[src/rtl/matmul_pkg.sv]
// Shared types and default widths for the SRAM-backed fixed-point matrix-multiply engine.
package matmul_pkg;
   localparam int DATA_W      = 16;
   localparam int FRAC_BITS   = 8;
   localparam int ACC_W       = 48;
   localparam int DIM_W       = 16;
   localparam int ADDR_W      = 14;
   localparam int SRAM_WORD_W = 32;

   typedef enum logic [2:0] {
      ST_IDLE,
      ST_RD_A,
      ST_RD_B,
      ST_MAC,
      ST_WR,
      ST_DONE
   } mm_state_t;
endpackage

[src/rtl/fxp_shift_sat.sv]
// Arithmetic right shift of a wide accumulator into DATA_W bits, clamping to the
// signed range and flagging any clamp.
module fxp_shift_sat #(
   parameter int ACC_W     = 48,
   parameter int DATA_W    = 16,
   parameter int FRAC_BITS = 8
) (
   input  logic signed [ACC_W-1:0]  i_acc,
   output logic signed [DATA_W-1:0] o_val,
   output logic                     o_ovf
);
   localparam logic signed [ACC_W-1:0] MAX_V = {{(ACC_W-DATA_W+1){1'b0}}, {(DATA_W-1){1'b1}}};
   localparam logic signed [ACC_W-1:0] MIN_V = {{(ACC_W-DATA_W+1){1'b1}}, {(DATA_W-1){1'b0}}};

   logic signed [ACC_W-1:0] w_shift;

   assign w_shift = i_acc >>> FRAC_BITS;

   always_comb begin
      o_ovf = 1'b0;
      o_val = w_shift[DATA_W-1:0];
      if (w_shift > MAX_V) begin
         o_val = MAX_V[DATA_W-1:0];
         o_ovf = 1'b1;
      end else if (w_shift < MIN_V) begin
         o_val = MIN_V[DATA_W-1:0];
         o_ovf = 1'b1;
      end
   end
endmodule

[src/rtl/matmul_sram_engine.sv]
// C = A x B over row-major operands in SRAM; one element per 3K+1 cycles using a
// single MAC and running address pointers instead of multipliers.
module matmul_sram_engine #(
   parameter int DATA_W    = matmul_pkg::DATA_W,
   parameter int FRAC_BITS = matmul_pkg::FRAC_BITS,
   parameter int ACC_W     = matmul_pkg::ACC_W,
   parameter int DIM_W     = matmul_pkg::DIM_W,
   parameter int ADDR_W    = matmul_pkg::ADDR_W
) (
   input  logic              clk,
   input  logic              reset_n,
   input  logic              start,
   input  logic              abort,
   input  logic [DIM_W-1:0]  m_dim,
   input  logic [DIM_W-1:0]  k_dim,
   input  logic [DIM_W-1:0]  n_dim,
   input  logic [ADDR_W-1:0] a_base,
   input  logic [ADDR_W-1:0] b_base,
   input  logic [ADDR_W-1:0] c_base,
   output logic              busy,
   output logic              done,
   output logic              err,
   output logic              sat,
   output logic [ADDR_W-1:0] address,
   output logic              chip_select,
   output logic              clk_en,
   output logic              read,
   output logic              write,
   output logic [31:0]       write_data,
   output logic [3:0]        byte_enable,
   input  logic [31:0]       read_data
);
   import matmul_pkg::*;

   mm_state_t               r_state;
   logic [DIM_W-1:0]        r_m, r_k_dim, r_n;
   logic [DIM_W-1:0]        r_i, r_j, r_k;
   logic [ADDR_W-1:0]       r_a_row, r_a_ptr, r_b_col, r_b_ptr, r_b_base, r_c_ptr;
   logic signed [ACC_W-1:0] r_acc;
   logic signed [DATA_W-1:0] r_a;
   logic                    r_busy, r_done, r_err, r_sat, r_cs, r_read, r_write;
   logic [ADDR_W-1:0]       r_address;
   logic [31:0]             r_write_data;
   logic [3:0]              r_byte_en;

   logic signed [DATA_W-1:0]   w_b;
   logic signed [2*DATA_W-1:0] w_prod;
   logic signed [ACC_W-1:0]    w_prod_ext, w_acc_next;
   logic signed [DATA_W-1:0]   w_sat_val;
   logic                       w_ovf;
   logic                       w_k_last, w_j_last, w_i_last;
   logic [ADDR_W-1:0]          w_k_step, w_n_step;
   logic                       w_unused_hi;

   assign w_b        = signed'(read_data[DATA_W-1:0]);
   assign w_prod     = r_a * w_b;
   assign w_prod_ext = {{(ACC_W-2*DATA_W){w_prod[2*DATA_W-1]}}, w_prod};
   assign w_acc_next = r_acc + w_prod_ext;
   assign w_unused_hi = ^read_data[31:DATA_W];

   assign w_k_last = (r_k == r_k_dim - DIM_W'(1));
   assign w_j_last = (r_j == r_n - DIM_W'(1));
   assign w_i_last = (r_i == r_m - DIM_W'(1));
   // Pointer steps wrap at the SRAM size, so truncating the dimension is exact.
   assign w_k_step = ADDR_W'(r_k_dim);
   assign w_n_step = ADDR_W'(r_n);

   fxp_shift_sat #(
      .ACC_W    (ACC_W),
      .DATA_W   (DATA_W),
      .FRAC_BITS(FRAC_BITS)
   ) u_shift_sat (
      .i_acc(w_acc_next),
      .o_val(w_sat_val),
      .o_ovf(w_ovf)
   );

   always_ff @(posedge clk or negedge reset_n) begin
      if (!reset_n) begin
         r_state      <= ST_IDLE;
         r_m          <= '0;
         r_k_dim      <= '0;
         r_n          <= '0;
         r_i          <= '0;
         r_j          <= '0;
         r_k          <= '0;
         r_a_row      <= '0;
         r_a_ptr      <= '0;
         r_b_col      <= '0;
         r_b_ptr      <= '0;
         r_b_base     <= '0;
         r_c_ptr      <= '0;
         r_acc        <= '0;
         r_a          <= '0;
         r_busy       <= 1'b0;
         r_done       <= 1'b0;
         r_err        <= 1'b0;
         r_sat        <= 1'b0;
         r_cs         <= 1'b0;
         r_read       <= 1'b0;
         r_write      <= 1'b0;
         r_address    <= '0;
         r_write_data <= '0;
         r_byte_en    <= '0;
      end else begin
         r_done    <= 1'b0;
         r_cs      <= 1'b0;
         r_read    <= 1'b0;
         r_write   <= 1'b0;
         r_byte_en <= 4'h0;
         if (abort && r_busy) begin
            r_state <= ST_DONE;
            r_busy  <= 1'b0;
            r_done  <= 1'b1;
            r_err   <= 1'b1;
         end else begin
            case (r_state)
               ST_IDLE: begin
                  if (start && !abort) begin
                     r_m      <= m_dim;
                     r_k_dim  <= k_dim;
                     r_n      <= n_dim;
                     r_i      <= '0;
                     r_j      <= '0;
                     r_k      <= '0;
                     r_a_row  <= a_base;
                     r_a_ptr  <= a_base;
                     r_b_col  <= b_base;
                     r_b_ptr  <= b_base;
                     r_b_base <= b_base;
                     r_c_ptr  <= c_base;
                     r_acc    <= '0;
                     r_sat    <= 1'b0;
                     if (m_dim == '0 || k_dim == '0 || n_dim == '0) begin
                        r_state <= ST_DONE;
                        r_done  <= 1'b1;
                        r_err   <= 1'b1;
                     end else begin
                        r_state   <= ST_RD_A;
                        r_err     <= 1'b0;
                        r_busy    <= 1'b1;
                        r_cs      <= 1'b1;
                        r_read    <= 1'b1;
                        r_address <= a_base;
                     end
                  end
               end
               ST_RD_A: begin
                  r_state   <= ST_RD_B;
                  r_cs      <= 1'b1;
                  r_read    <= 1'b1;
                  r_address <= r_b_ptr;
               end
               ST_RD_B: begin
                  r_a     <= signed'(read_data[DATA_W-1:0]);
                  r_state <= ST_MAC;
               end
               ST_MAC: begin
                  r_acc <= w_acc_next;
                  if (w_k_last) begin
                     r_state      <= ST_WR;
                     r_cs         <= 1'b1;
                     r_write      <= 1'b1;
                     r_address    <= r_c_ptr;
                     r_write_data <= {{(32-DATA_W){w_sat_val[DATA_W-1]}}, w_sat_val};
                     r_byte_en    <= 4'hF;
                     if (w_ovf) r_sat <= 1'b1;
                  end else begin
                     r_state   <= ST_RD_A;
                     r_k       <= r_k + DIM_W'(1);
                     r_a_ptr   <= r_a_ptr + ADDR_W'(1);
                     r_b_ptr   <= r_b_ptr + w_n_step;
                     r_cs      <= 1'b1;
                     r_read    <= 1'b1;
                     r_address <= r_a_ptr + ADDR_W'(1);
                  end
               end
               ST_WR: begin
                  r_acc   <= '0;
                  r_k     <= '0;
                  r_c_ptr <= r_c_ptr + ADDR_W'(1);
                  if (w_j_last && w_i_last) begin
                     r_state <= ST_DONE;
                     r_busy  <= 1'b0;
                     r_done  <= 1'b1;
                  end else begin
                     r_state <= ST_RD_A;
                     r_cs    <= 1'b1;
                     r_read  <= 1'b1;
                     if (w_j_last) begin
                        // Next row of A, back to the first column of B.
                        r_i       <= r_i + DIM_W'(1);
                        r_j       <= '0;
                        r_a_row   <= r_a_row + w_k_step;
                        r_a_ptr   <= r_a_row + w_k_step;
                        r_b_col   <= r_b_base;
                        r_b_ptr   <= r_b_base;
                        r_address <= r_a_row + w_k_step;
                     end else begin
                        r_j       <= r_j + DIM_W'(1);
                        r_a_ptr   <= r_a_row;
                        r_b_col   <= r_b_col + ADDR_W'(1);
                        r_b_ptr   <= r_b_col + ADDR_W'(1);
                        r_address <= r_a_row;
                     end
                  end
               end
               ST_DONE: r_state <= ST_IDLE;
               default: r_state <= ST_IDLE;
            endcase
         end
      end
   end

   assign busy        = r_busy;
   assign done        = r_done;
   assign err         = r_err;
   assign sat         = r_sat;
   assign address     = r_address;
   assign chip_select = r_cs;
   assign clk_en      = r_cs;
   assign read        = r_read;
   assign write       = r_write;
   assign write_data  = r_write_data;
   assign byte_enable = r_byte_en;
endmodule
[config.mk]
export PLATFORM = sky130hd
export DESIGN_NAME = matmul_sram_engine
export DESIGN_NICKNAME = d
export VERILOG_FILES = /design/src/rtl/matmul_pkg.sv /design/src/rtl/fxp_shift_sat.sv /design/src/rtl/matmul_sram_engine.sv
export SDC_FILE = /design/constraint.sdc
export NUM_CORES = 2
export LEC_CHECK = 0
export BUFFER_PORTS_ARGS = -buffer_cell sky130_fd_sc_hd__buf_2
export CAP_MARGIN = 20
export CORE_AREA = 2 2 240 242
export CTS_CLUSTER_SIZE = 10
export DETAILED_ROUTE_END_ITERATION = 10
export DIE_AREA = 0 0 242 244
export PLACE_DENSITY = 0.75
export SYNTH_ARGS = -nofsm -noshare
export SYNTH_HDL_FRONTEND = slang
export SYNTH_SLANG_ARGS = --single-unit
[constraint.sdc]
create_clock -name clk -period 8.42 [get_ports clk]
set_clock_uncertainty 0.1 [all_clocks]
set_input_delay 2.105 -clock clk [delete_from_list [all_inputs] [get_ports clk]]
set_output_delay 2.105 -clock clk [all_outputs]
set_load 0.005 [all_outputs]
==> run metrics <==
status finished with violations; failing checks negative setup slack; critical path's top delay family adder cells; Root Buffer clkbuf_16; crit path DAT 9070 ps; TritonCTS clock tree built; max_cap viols 0; vias per cell 5.68; die width 242 um; main flop type after synthesis dfrtp_1; die area 0.0590 mm^2; row cnt 87; Syn-to-layout area delta 19.2%; initial antenna violation count 3; Pre-Repair DR Iteration Count 8; Cell variety after synth 97; post-DP HPWL 64200 um; I/O pins 184; setup ws final -276 ps; Detail Route Antenna Nets 0; vias in the first global route 26800; most frequent cells in the layout nand2_1, inv_1, fa_1, buf_4, dfrtp_1; All-Layer GR Usage 29.3%; H-tree Lvls 2; Max-slew headroom 27.9%; worst hold endpoint address[0]; Crit Path Max Fanout 8; Post-Syn Area 0.0307 mm^2; clk_lat worst skew 560 ps; r2r setup slk 620 ps; Critical Path Most Common Cell fa_2; Final Max Tran Viols 0; share of post-route cells with drive strength above 1 19.7%; port bufs 167; DRT Wirelength 85200 um; clk slew on worst S/H paths 60 ps; EDFF count, synth 0; Synth Net Count 4169; register area share after synthesis 23.2%; most common cell after layout, fill and taps aside nand2_1; Core Box Area 0.0562 mm^2; Worst Hold Class register to register; number of synthesized register bits 284; Cells after Synth 3513; TNS Setup -4120 ps; ys async rst share 100%; WHS Path Cells 1; final setup fails 17; Worst Max-Slew Pin Slew 1080 ps; Worst R2R Path Depth 25; Crit. End Element register; Fillers 4552; Clock Tree Buf Depth 3; drt drc 0; RR Endpoint write_data[8]; Hold Startpoint address[0]; fmax 115 MHz; Slowest Stage Delay on Critical Path 610 ps; required time of the critical path 8800 ps; Iter 0 DRT Violations 2182; largest net degree at the start of global routing 175; vias 26500; TritonCTS Buffers 37; worst hold margin 373 ps; synthesized area per cell 8.73 um^2; Reg-to-Reg Start r_a[15]; Worst Setup SP read_data[2]; GR Overflow Total 0; Core Util, Final 65.1%; CP Launch Type input port; Initial Util 54.6%; Hold Vio Cnt, Final 0; Tcrit/Tclk final 103%; Warnings, synthesis 0; WL/cell 18.3 um; Die H 244 um; Crit-path slowest cell fa_2; Tmin final 8700 ps; Worst Path Buf+Inv 10; clk sinks 284; Crit Path Class input port to register; nets 4541; RSZ-0062 raised after global routing yes; GPL Wtd Cong 0.944; global-route wire length before repair 140000 um
[cell type report]
| class | instances | area, um^2 | share of cell area [%] |
|---|---|---|---|
| well taps | 756 | 946 | 2.59 |
| diodes | 1 | 2.50 | 0.00684 |
| inverters | 478 | 1800 | 4.93 |
| flip-flops and latches | 284 | 7110 | 19.4 |
| clock inverters | 7 | 139 | 0.380 |
| multi-input cells | 2581 | 21900 | 59.9 |
| clock buffers | 51 | 1030 | 2.82 |
| repair buffers | 503 | 3620 | 9.91 |
[worst reg2reg max path: stages (launching register included)]
cell and delay (ps):
dfrtp_1 530, buf_4 280, and2_4 160, fa_2 630
inv_2 50, fa_2 580, fa_2 480, fa_2 640
clkinvlp_4 200, buf_4 200, fa_1 520, inv_1 50
fa_1 530, inv_1 40, ha_1 320, buf_4 210
nand4_1 170, nor4_1 300, and3_1 270, nor3_1 80
nor4_1 320, nand4_1 210, o31ai_4 300, buf_6 170
or2b_1 250, a21oi_2 140
[timing repair]
item	CTS	global route
setup endpoints to repair	18	18
cloned	0	1
hold buffers	0	0
buffers inserted	22	15
pin swaps	67	50
resized for setup	119	74
[how the worst max path moves through the flow]
stage	end	slack, ps	cells past startpoint
after floorplan	write_data[9]	-960	25
after CTS	write_data[1]	-270	27
after global routing	write_data[8]	-580	26
final	write_data[8]	-280	27
after detailed placement	write_data[1]	-1100	28
after global placement	write_data[8]	-1010	28
[routing by layer]
metal | share of wire [%] | track usage [%] | wire [um]
met1 | 43 | 40.7 | 36200
met2 | 47 | 47.0 | 39600
met4 | 3.0 | 9.08 | 2580
met5 | 0.031 | 0 | 26
met3 | 7.9 | 5.37 | 6730
[registers in the layout, indices dropped and copies added, names as in the netlist, 3 cells and up]
| register | cells |
|---|---|
| r_acc | 48 |
| r_a | 16 |
| r_i | 16 |
| r_j | 16 |
| r_k | 16 |
| r_k_dim | 16 |
| r_m | 16 |
| r_n | 16 |
| write_data | 16 |
| address | 14 |
| r_a_ptr | 14 |
| r_a_row | 14 |
| r_b_base | 14 |
| r_b_col | 14 |
| r_b_ptr | 14 |
| r_c_ptr | 14 |
| r_state | 3 |
[Yosys cell counts (59+ instances only)]
library cell,n,area [um^2]
dfrtp_1,284,7110
nor2_1,224,841
and2_1,137,857
ha_1,166,2080
nand2_1,528,1980
clkbuf_1,116,435
inv_1,476,1790
a21oi_1,130,651
xnor2_1,107,937
nor3_1,59,295
nand3_1,110,551
o21ai_0,161,806
fa_1,364,7290
[cell families (layout without fill, tap and decap cells)]
family	count (synthesis)	in the layout	share of synthesized area (%)
xor+xnor	164	164	4.68
compound gates	586	586	12.6
fa+ha+maj	530	530	30.5
other cells	0	1	0
flops	284	284	23.2
simple gates	1263	1263	19.4
mux	38	38	1.33
buf+inv	648	1039	8.36
[through the flow]
stage | instance area, um^2 | instances | setup WS, ps
after floorplan | 30900 | 3513 | -956
after global placement | 34300 | 4564 | -1010
after detailed placement | 34300 | 4564 | -1100
after CTS | 36100 | 4644 | -273
after global routing | 36600 | 4661 | -580
final | 36600 | 4661 | -276
Power is left out: the tool's default activity adds up to more than one toggle a clock period on the data nets, which glitch-free logic cannot reach.
